File: src/rtl/gate_ctrl_param.sv
// Parking-gate access controller: PIN check against a programmable stored PIN, saturating
// failed-attempt counter, tailgate lockout and open-too-long alarm; Moore outputs, 1-cycle latency.
module gate_ctrl_param #(
    parameter int               PIN_W        = 8,
    parameter logic [PIN_W-1:0] PIN_DEFAULT  = 8'h08,
    parameter int               MAX_TRIES    = 3,
    parameter int               OPEN_TIMEOUT = 16,
    localparam int              TRY_W        = $clog2(MAX_TRIES + 1),
    localparam int              TMR_W        = $clog2(OPEN_TIMEOUT + 1)
) (
    input  logic             Clk,
    input  logic             Reset,
    input  logic             Vehiculo,
    input  logic             Termino,
    input  logic             enterPin,
    input  logic [PIN_W-1:0] Pin,
    input  logic             ProgEn,
    input  logic [PIN_W-1:0] NewPin,
    output logic             Cerrado,
    output logic             Abierto,
    output logic             Alarma,
    output logic             Bloqueo,
    output logic [TRY_W-1:0] Intentos
);

    typedef enum logic [1:0] {
        ST_CLOSED  = 2'b00,
        ST_OPEN    = 2'b01,
        ST_BLOCKED = 2'b10
    } state_t;

    localparam logic [TRY_W-1:0] TRIES_MAX = TRY_W'(MAX_TRIES);
    localparam logic [TMR_W-1:0] TMR_MAX   = TMR_W'(OPEN_TIMEOUT);

    state_t             r_state;
    logic [TRY_W-1:0]   r_tries;
    logic [TMR_W-1:0]   r_timer;
    logic [PIN_W-1:0]   r_pin;
    logic               r_cerrado;
    logic               r_abierto;
    logic               r_alarma;
    logic               r_bloqueo;

    state_t             w_state_nxt;
    logic [TRY_W-1:0]   w_tries_nxt;
    logic [TMR_W-1:0]   w_timer_nxt;
    logic [PIN_W-1:0]   w_pin_nxt;
    logic               w_match;
    logic               w_alarma_nxt;

    assign w_match = (Pin == r_pin);

    always_comb begin
        w_state_nxt = r_state;
        w_tries_nxt = r_tries;
        w_timer_nxt = r_timer;
        w_pin_nxt   = r_pin;
        case (r_state)
            ST_CLOSED: begin
                if (enterPin) begin
                    if (ProgEn && w_match && !Vehiculo) begin
                        w_pin_nxt   = NewPin;
                        w_tries_nxt = '0;
                    end else if (!w_match && (ProgEn || Vehiculo)) begin
                        if (r_tries != TRIES_MAX)
                            w_tries_nxt = r_tries + 1'b1;
                    end else if (Vehiculo && w_match && !ProgEn) begin
                        w_state_nxt = ST_OPEN;
                        w_timer_nxt = '0;
                        w_tries_nxt = '0;
                    end
                end
            end
            ST_OPEN: begin
                // Attempts are cleared on the entering edge, so tries stays zero throughout OPEN.
                w_tries_nxt = '0;
                if (Termino) begin
                    w_state_nxt = Vehiculo ? ST_BLOCKED : ST_CLOSED;
                end else if (r_timer != TMR_MAX) begin
                    w_timer_nxt = r_timer + 1'b1;
                end
            end
            ST_BLOCKED: begin
                if (enterPin && w_match) begin
                    w_state_nxt = ST_OPEN;
                    w_timer_nxt = '0;
                    w_tries_nxt = '0;
                end
            end
            default: begin
                w_state_nxt = ST_CLOSED;
                w_timer_nxt = '0;
            end
        endcase
    end

    always_comb begin
        w_alarma_nxt = 1'b0;
        case (w_state_nxt)
            ST_CLOSED:  w_alarma_nxt = (w_tries_nxt == TRIES_MAX);
            ST_OPEN:    w_alarma_nxt = (w_timer_nxt == TMR_MAX);
            ST_BLOCKED: w_alarma_nxt = 1'b1;
            default:    w_alarma_nxt = 1'b0;
        endcase
    end

    // Outputs are registered from the next-state values so they line up with the state register.
    always_ff @(posedge Clk) begin
        if (Reset) begin
            r_state   <= ST_CLOSED;
            r_tries   <= '0;
            r_timer   <= '0;
            r_pin     <= PIN_DEFAULT;
            r_cerrado <= 1'b1;
            r_abierto <= 1'b0;
            r_alarma  <= 1'b0;
            r_bloqueo <= 1'b0;
        end else begin
            r_state   <= w_state_nxt;
            r_tries   <= w_tries_nxt;
            r_timer   <= w_timer_nxt;
            r_pin     <= w_pin_nxt;
            r_cerrado <= (w_state_nxt == ST_CLOSED);
            r_abierto <= (w_state_nxt == ST_OPEN);
            r_alarma  <= w_alarma_nxt;
            r_bloqueo <= (w_state_nxt == ST_BLOCKED);
        end
    end

    assign Cerrado  = r_cerrado;
    assign Abierto  = r_abierto;
    assign Alarma   = r_alarma;
    assign Bloqueo  = r_bloqueo;
    assign Intentos = r_tries;

endmodule
File: config.mk
export PLATFORM = sky130hd
export DESIGN_NAME = gate_ctrl_param
export DESIGN_NICKNAME = d
export VERILOG_FILES = /design/src/rtl/gate_ctrl_param.sv
export SDC_FILE = /design/constraint.sdc
export NUM_CORES = 1
export LEC_CHECK = 0
export ABC_AREA = 1
export BUFFER_PORTS_ARGS = -buffer_cell sky130_fd_sc_hd__clkbuf_2
export CORE_UTILIZATION = 40
export DETAILED_ROUTE_END_ITERATION = 10
export PLACE_DENSITY = 0.66
export SYNTH_ARGS = -nofsm -noshare
export SYNTH_HDL_FRONTEND = slang
export SYNTH_SLANG_ARGS = --single-unit
File: constraint.sdc
create_clock -name Clk -period 2 [get_ports Clk]
set_clock_uncertainty 0.2 [all_clocks]
set_input_delay 0.1 -clock Clk [delete_from_list [all_inputs] [get_ports Clk]]
set_output_delay 0.1 -clock Clk [all_outputs]
set_load 0.01 [all_outputs]
## Yosys cells after proc, flatten, opt, wreduce, memory -nomap -nowiden

Cells that the tools add are included.
W data, S select, Z words.

| storage, ports and cells | value |
|---|---|
| bits in registers | 21 |
| input port bits | 22 |
| output and inout bits | 6 |

| cells by class | value |
|---|---|
| $add $sub $neg | 2 |
| equal/unequal tests | 9 |
| multiplexer cells | 24 |
| reductions and logical operators | 13 |

Operators by type and width:

| operator | count |
|---|---|
| $mux W5 | 7 |
| $mux W2 | 13 |
| $pmux W5 S3 | 1 |
| $pmux W2 S3 | 2 |
| $eq A8 B8 Y1 | 1 |
| $eq A2 B2 Y1 const B | 3 |
| $logic_and A1 B1 Y1 | 6 |
| $add A5 B1 Y5 const B | 1 |
| $eq A5 B5 Y1 const B | 1 |
| $ne A5 B5 Y1 const B | 1 |
| $eq A2 B1 Y1 const B | 2 |
| $logic_not A2 Y1 | 2 |
| $logic_not A1 Y1 | 3 |
| $pmux W1 S3 | 1 |
| $reduce_and A3 Y1 | 1 |
| $add A2 B1 Y2 const B | 1 |
| $ne A2 B2 Y1 const B | 1 |
| $logic_or A1 B1 Y1 | 1 |

## Depth between registers and ports, before layout

Gate-level depths: netlist (run 1).

| depth | value |
|---|---|
| depth in word-level cells | 10 |
| mapped depth | 17 |

## Worst setup path after synthesis (run 1)

Ideal clock, no wire load.

| path | value |
|---|---|
| kind | register to register |
| start point | reg r_timer[0] |
| end point | reg r_alarma (netlist: Alarma) |
| library setup time | 56 ps |
| arrival | 1445 ps |
| data required time | 1744 ps |
| setup slack | 299 ps |
| cell stages (with the launch flop) | 14 |
| path buffers | 0 |
| clock period less this slack | 1701 ps |
| cells stage by stage | dfxtp_1 inv_1 ha_1 nand4_1 or2_2 nand4_1 nand2_1 nor2_1 nand2_1 nor2_1 nand2_1 nand2_1 nand2_1 inv_1 |

| on the way | value |
|---|---|
| longest elaborated chain between the ends | 7 |

Ends and longest elaborated chain:

| element | line | RTL |
|---|---|---|
| start, declared | 37 | `logic [TMR_W-1:0] r_timer;` |
| start signal, assigned | 121 | `r_timer <= w_timer_nxt;` |
| parallel branches: the longest is 4 deep, another holds $add A5 B1 Y5 | n/a |  |
| $pmux W5 S3 (*) | 58 | `case (r_state)` |
| $eq A5 B5 Y1 (*) | 101 | `ST_OPEN: w_alarma_nxt = (w_timer_nxt == TMR_MAX);` |
| $pmux W1 S3 (*) | 99 | `case (w_state_nxt)` |
| end signal, assigned | 125 | `r_alarma <= w_alarma_nxt;` |
| end, declared | 41 | `logic r_alarma;` |

Every way passes the cells marked *.
A chain may end at the register's enable or synchronous reset.

## Worst setup path after layout (run 1)

| path | value |
|---|---|
| start point | reg r_pin[1] |
| end point | reg r_alarma (netlist: Alarma) |

| on the way | value |
|---|---|
| longest elaborated chain between the ends | 10 |

Ends and longest elaborated chain:

| element | line | RTL |
|---|---|---|
| start, declared | 38 | `logic [PIN_W-1:0] r_pin;` |
| start signal, assigned | 122 | `r_pin <= w_pin_nxt;` |
| $eq A8 B8 Y1 (*) | 51 | `assign w_match = (Pin == r_pin);` |
| $logic_and A1 B1 Y1 (2 in series) | 67 | `end else if (Vehiculo && w_match && !ProgEn) begin` |
| $mux W5 or $mux W2 (tied branches) | 67 |  |
| $mux W5 or $mux W2 (tied branches) | 64 | `end else if (!w_match && (ProgEn \|\| Vehiculo)) begin` |
| $mux W5 or $mux W2 (tied branches) | 61 | `if (ProgEn && w_match && !Vehiculo) begin` |
| $mux W5 or $mux W2 (tied branches) | 60 | `if (enterPin) begin` |
| $pmux W5 S3 or $pmux W2 S3 (tied branches) | 58 |  |
| $eq A5 B5 Y1, or another cell as far along | 101 |  |
| $pmux W1 S3 (*) | 99 |  |

Mark *: on every way between the ends. The rest lies on a longest branch, timed or not.

==> results.ini, run 1 <==
[run_status]
status = finished, final reports clean

[synth]
ys_ff_latch = 21
synthAdderAreaFrac_pct = 1.84
synth_warnings = 0
syn_inst = 228
avgSynthCellArea_um2 = 5.95
synthSimpleGateAreaFrac_pct = 41.8
synth_top_family_by_area = simple AND/OR/NAND/NOR gates
synth_area_um2 = 1360
synth_xor_area_share_pct = 0.645
ys_seq_area_share_pct = 31.0
ys_types = 23
muxShareOfSynthArea_pct = 0
synth_compound_area_share_pct = 11.4
syn-num-nets = 252

[routing]
wire_per_inst_um = 10.5
num_vias = 1493
drt_iter0_drc = 46
route.detailed.drc = 0
vias_per_cell = 4.71
first_pass_iters = 4
routed_wl_mm = 3.34
ant_nets = 0

[finish]
diodes = 0
area_growth_pct = 31.5
layout-drive-gt1-share_pct = 25.6
final_design_area_no_fill_um2 = 1790
instances_no_fill = 317
nets = 298

[grt]
grt_max_degree = 18
antenna_found_initial = 0
groute.usage.overall_pct = 20.4
grt_pass1_vias = 1315
grt_overflow = 0
grt_pass1_wl_mm = 5.54

[worst_setup_path]
cp_cell_sequence = inv_2 -> nand2_1 -> nand2_2 -> nor2_2 -> nand2_2 -> nor2_4 -> nand2_4 -> nand3_1 -> nand2_1 -> nor2_2 -> nand2_1 -> nor2_1 -> nand2_1 -> nand2_1 -> nand2_1 -> inv_1
crit_top_cell = nand2_1
worstReg2RegEnd = Alarma
r2r_cells = 16
cp_data_required_time_ns = 2.07
cp-start-kind = register
crit-reg2reg-launch = r_pin[1]
crit_path_top_delay_cell = dfxtp_2
end_kind = register
worstPathMaxFanout = 7
r2r_setup_slack_ns = 0.09
cp_slowest_stage_delay_ns = 0.36
critical_path_arrival_ns = 1.98
crit_type = register to register

[cts]
clock_latency_ns = 0.32
cts_buffers = 3
clk_transition_reported_paths_ns = 0.13
cts_tree = built
h-tree-depth = 1
cts.sink_count = 21
clockRootBuffer = clkbuf_4
cts.path.max_buffers = 2

[sta]
setup_violations = 0
rsz0062_at_grt = yes
fin_ws_ns = 0.0856
fmax_ghz = 0.522
fin_crit_sh_pct = 95.7
min_period_ns = 1.91
hold_violations = 0
slew_viol_final = 0
relSlewSlack_pct = 63.9
tightest_slew_ns = 0.539

[floorplan]
die_height_um = 60.3
core_um2 = 3130
die_x_um = 60.3
dieArea_um2 = 3630
io_pins = 28
fp-row-count = 20
initial_core_util_pct = 43.4

[power_and_ir_drop]
ir_drop_v = 0.000384
power_leakage_uw = 0.000919
powerDensity_nw_per_um2 = 432

[placement]
dpl.cell_count = 300
gp_congestion = 0.852
post-place-ws_ns = 0.129
hpwl_mm = 2.34
io_buffer_count = 27
place_area_um2 = 1570

[hold_path]
whs_path_depth = 2
hold_class = input pin to register
hold_end = Intentos[0]
hold_start = Reset

[run]
drv_cap = 0

## Yosys cell counts, drive strengths merged
library cell | instances | area (um^2)
a211oi | 9 | 67.6
nand3 | 18 | 90.1
nand4 | 4 | 25.0
ha | 2 | 25.0
inv | 45 | 169
o21ai | 4 | 20.0
buf | 1 | 5.00
clkbuf | 2 | 7.51
xnor2 | 1 | 8.76
nor3 | 1 | 5.00
o21bai | 1 | 7.51
a21oi | 9 | 45.0
nor2 | 33 | 139
or2 | 1 | 6.26
nand2 | 73 | 294
o211ai | 2 | 15.0
dfxtp | 21 | 420
nor3b | 1 | 7.51
## through the flow
| step | utilization (%) | setup TNS (ns) | hold WS, ns | power (uW) |
|---|---|---|---|---|
| 5_1_grt | 57.1 | -0.155 | 0.0429 | 806 |
| 2_1_floorplan | - | 0 | 0.0712 | 492 |
| 4_1_cts | 54.7 | 0 | 0.0126 | 771 |
| 6_report | 57.1 | 0 | 0.0216 | 771 |
| 3_5_place_dp | 50.0 | 0 | 0.172 | 534 |
| 3_3_place_gp | 50.0 | 0 | 0.169 | 535 |
## critical path, delay by kind of cell (launching register included)
kind / cells / cell delay (ns)
DFF: 1 / 0.36
and+or+nand+nor: 14 / 1.25
buffers and inverters: 2 / 0.08
## cell families (layout without fill, tap and decap cells)
| group | after synthesis | count (layout) |
|---|---|---|
| AND/OR/NAND/NOR | 131 | 131 |
| buffers and inverters | 48 | 93 |
| AO/OA/AOI/OAI | 25 | 25 |
| flip-flops | 21 | 21 |
| adder cells (fa/ha/maj) | 2 | 2 |
| XOR/XNOR | 1 | 1 |
## power by group
| part | internal, uW | switching, uW |
|---|---|---|
| combinational | 54.4 | 65.6 |
| clock | 77.9 | 145 |
| sequential | 423 | 5.06 |
| total | 556 | 216 |
## cell usage in the layout (no fill, tap or decap), drive strengths merged
cell type     synthesis  routed
a211oi                9       9
inv                  45      45
clkbuf                2      31
buf                   1       5
xnor2                 1       1
o21bai                1       1
nor3                  1       1
or2                   1       1
o211ai                2       2
nand4                 4       4
dfxtp                21      21
o21ai                 4       4
nor3b                 1       1
nor2                 33      33
dlymetal6s4s          0       1
dlygate4sd3           0      11
nand3                18      18
ha                    2       2
nand2                73      73
a21oi                 9       9
## repair_timing
item	CTS	global route
buffers inserted	0	1
endpoints found under the setup margin	0	9
resized for setup	0	26
endpoints found under the hold margin	11	0
hold buffers	12	0
## sequential cells by signal, summed over array words and instances, names as in the netlist
register / flops
Abierto: 1
Alarma: 1
Bloqueo: 1
Cerrado: 1
Intentos: 2
r_pin: 8
r_state: 2
r_timer: 5
## per-layer routing
metal	GRT usage, %	share of wire (%)	up-vias
met5	0	0	-
met4	8.97	1.4	0
met3	2.60	3.7	6
met2	32.0	44	38
met1	27.5	50	652
li1	-	-	797
## worst max-delay path by stage
stage	start	slack, ns	endpoint
finish	r_pin[1]	0.09	Alarma
global route	r_pin[4]	-0.11	Alarma
CTS	r_pin[3]	0.07	r_pin[3]
detailed placement	r_pin[3]	0.13	Alarma
global placement	r_pin[3]	0.12	Alarma
floorplan	r_timer[0]	0.30	Alarma
## final cells by class
cell class	instances	area [um^2]
fill	318	1340
multi-input combinational	159	812
sequential	21	428
timing repair buffer	44	295
inverter	45	169
tap	44	55.1
clock buffer	4	26.3
Power figures use the tool's default switching activity.
==> inputs of run 2 (changes only) <==
--- a/config.mk
+++ b/config.mk
@@ -8,6 +8,7 @@
 export ABC_AREA = 1
 export BUFFER_PORTS_ARGS = -buffer_cell sky130_fd_sc_hd__clkbuf_2
 export CORE_UTILIZATION = 40
+export CTS_BUF_LIST = sky130_fd_sc_hd__clkbuf_8
 export DETAILED_ROUTE_END_ITERATION = 10
 export PLACE_DENSITY = 0.66
 export SYNTH_ARGS = -nofsm -noshare
==> results.ini, run 2 (synthesis gave the netlist of run 1 again) <==
[worst_setup_path]
crit_top_cell = nand2_1  ; unchanged
crit_path_top_delay_cell = dfxtp_2  ; unchanged
cp_slowest_stage_delay_ns = 0.34  ; was 0.36 ns
crit_start = r_pin[1]  ; unchanged
critPathCapture = Alarma  ; unchanged
r2r_cells = 16  ; unchanged
worstSetupPathDepth = 16  ; unchanged
critPathTopFamily = simple AND/OR/NAND/NOR gates  ; unchanged
crit_type = register to register  ; unchanged
r2r_setup_slack_ns = 0.13  ; was 0.09 ns
end_kind = register  ; unchanged
crit_buf_inv = 2  ; unchanged
critical_path_arrival_ns = 1.89  ; was 1.98 ns
cp_cell_sequence = inv_2 -> nand2_2 -> nand2_2 -> nor2_2 -> nand2_2 -> nor2_4 -> nand2_4 -> nand3_1 -> nand2_1 -> nor2_2 -> nand2_1 -> nor2_1 -> nand2_1 -> nand2_1 -> nand2_1 -> inv_1  ; was inv_2 -> nand2_1 -> nand2_2 -> nor2_2 -> nand2_2 -> nor2_4 -> nand2_4 -> nand3_1 -> nand2_1 -> nor2_2 -> nand2_1 -> nor2_1 -> nand2_1 -> nand2_1 -> nand2_1 -> inv_1
crit-reg2reg-launch = r_pin[1]  ; unchanged
cp_data_required_time_ns = 2.02  ; was 2.07 ns
worstPathMaxFanout = 7  ; unchanged
cp-start-kind = register  ; unchanged
worstReg2RegEnd = Alarma  ; unchanged

[placement]
hpwl_mm = 2.34  ; unchanged
io_buffer_count = 27  ; unchanged
gp_congestion = 0.852  ; unchanged
dpl.cell_count = 300  ; unchanged

[sta]
fin_crit_sh_pct = 93.5  ; was 95.7%
tightest_slew_ns = 0.487  ; was 0.539 ns
slew_viol_final = 0  ; unchanged
rsz0062_at_grt = yes  ; unchanged
hold_violations = 0  ; unchanged
relSlewSlack_pct = 67.4  ; was 63.9%
fmax_ghz = 0.535  ; was 0.522 GHz
min_period_ns = 1.87  ; was 1.91 ns
setup_violations = 0  ; unchanged

[grt]
groute.usage.overall_pct = 20.3  ; was 20.4%
grt_overflow = 0  ; unchanged
grt_max_degree = 18  ; unchanged
grt_pass1_wl_mm = 5.49  ; was 5.54 mm
grt_pass1_vias = 1310  ; was 1,315
antenna_found_initial = 0  ; unchanged

[power_and_ir_drop]
power_frac_comb_pct = 13.9  ; was 15.6%
power_leakage_uw = 0.000926  ; was 0.000919 uW
p_total_uw = 837  ; was 771 uW
ir_drop_v = 0.000342  ; was 0.000384 V
power_frac_seq_pct = 51.1  ; was 55.5%
powerDensity_nw_per_um2 = 466  ; was 432 nW/um^2
p_int_uw = 611  ; was 556 uW
p_sw_share_pct = 27.0  ; was 28.0%
pwr-share-clk_pct = 35.0  ; was 28.9%
p_sw_uw = 226  ; was 216 uW

[finish]
multi_input_area_um2 = 825  ; was 812 um^2
register_area_um2 = 430  ; was 428 um^2
layout-drive-gt1-share_pct = 29.9  ; was 25.6%
nets = 296  ; was 298
reg_top3 = r_pin: 8 flops, r_timer: 5 flops  ; unchanged
instances_no_fill = 315  ; was 317
num-fill-cells = 312  ; was 318
largest_register = r_pin  ; unchanged
diodes = 0  ; unchanged
largest_reg_flops = 8  ; unchanged
layout_commonest_cell = nand2_1  ; unchanged
area_growth_pct = 32.3  ; was 31.5%
mostFrequentLayoutCells = nand2_1 (57), inv_1 (39), clkbuf_2 (27), nor2_1 (25), nand3_1 (15)  ; was nand2_1 (61), inv_1 (41), clkbuf_2 (27), nor2_1 (26)

[routing]
num_vias = 1494  ; was 1,493
wire_per_inst_um = 10.7  ; was 10.5 um
ant_nets = 0  ; unchanged
routed_wl_mm = 3.38  ; was 3.34 mm
first_pass_iters = 4  ; unchanged
drt_iter0_drc = 60  ; was 46
vias_per_cell = 4.74  ; was 4.71
route.detailed.drc = 0  ; unchanged

[floorplan]
die_x_um = 60.3  ; unchanged
die_height_um = 60.3  ; unchanged
fp-row-count = 20  ; unchanged
dieArea_um2 = 3630  ; unchanged
core_um2 = 3130  ; unchanged
io_pins = 28  ; unchanged
initial_core_util_pct = 43.4  ; unchanged

[cts]
cts.path.max_buffers = 2  ; unchanged
cts_tree = built  ; unchanged
clock_latency_ns = 0.27  ; was 0.32 ns
cts.sink_count = 21  ; unchanged
cts_buffers = 3  ; unchanged
clockRootBuffer = clkbuf_8  ; was clkbuf_4
h-tree-depth = 1  ; unchanged
clk_transition_reported_paths_ns = 0.08  ; was 0.13 ns

[hold_path]
hold_class = input pin to register  ; unchanged
whs_path_depth = 4  ; was 2

[run]
drv_cap = 0  ; unchanged

[run_status]
status = finished, final reports clean  ; unchanged

-- run 2: cell count changes in the layout (fill, tap and decap cells not counted), sizes merged --
cell | before | now
buf | 5 | 6
clkbuf | 31 | 30
dlygate4sd3 | 11 | 8
inv | 45 | 46
-- run 2: power by group through the flow --
stage                     combinational, uW  clock, uW  sequential (uW)
after floorplan                        53.8          0              439
after global placement                 96.4          0              438
after detailed placement               96.4          0              438
after CTS                               109        295              428
after global routing                    133        315              429
final                                   116        293              428
-- run 2: layer usage --
| metal | up-vias | GRT usage [%] | wire length (um) |
|---|---|---|---|
| li1 | 796 | - | - |
| met4 | 0 | 6.98 | 70 |
| met5 | - | 0 | 0 |
| met3 | 8 | 4.55 | 187 |
| met2 | 40 | 31.9 | 1520 |
| met1 | 650 | 27.0 | 1600 |
-- run 2: final cells by class --
| type | instances | area share, % |
|---|---|---|
| Multi-Input combinational cell | 159 | 45.9 |
| Sequential cell | 21 | 24.0 |
| Timing Repair Buffer | 42 | 15.2 |
| Inverter | 45 | 9.40 |
| Tap cell | 44 | 3.06 |
| Clock buffer | 3 | 2.30 |
| Clock inverter | 1 | 0.209 |
-- run 2: timing repair --
item                                    CTS  global route
endpoints found under the setup margin    0             9
hold endpoints to repair                  8             0
resized for setup                         0            36
hold buffers                              9             0
setup buffers                             0             2
-- run 2: worst min-delay path by stage --
stage                    from          to
global route          Termino  r_timer[1]
detailed placement  NewPin[7]    r_pin[7]
finish                Termino  r_timer[1]
CTS                   Termino  r_timer[1]
floorplan           NewPin[3]    r_pin[3]
global placement    NewPin[4]    r_pin[4]
-- run 2: worst min-delay path: cells and delay by family --
kind                   cells  cell delay (ns)
AO/OA/AOI/OAI              2             0.14
buffers and inverters      2             0.19
-- run 2: through the flow --
stage                     hold slack [ns]  util (%)  worst slack, ns  TNS [ns]  instance area, um^2
after global placement              0.169      50.0            0.117         0                 1570
after CTS                         0.00446      54.4           0.0781         0                 1700
after global routing               0.0376      57.4          -0.0476   -0.0476                 1800
final                             0.00419      57.4            0.130         0                 1800
after detailed placement            0.172      50.0            0.129         0                 1570
after floorplan                    0.0712         -            0.299         0                 1360
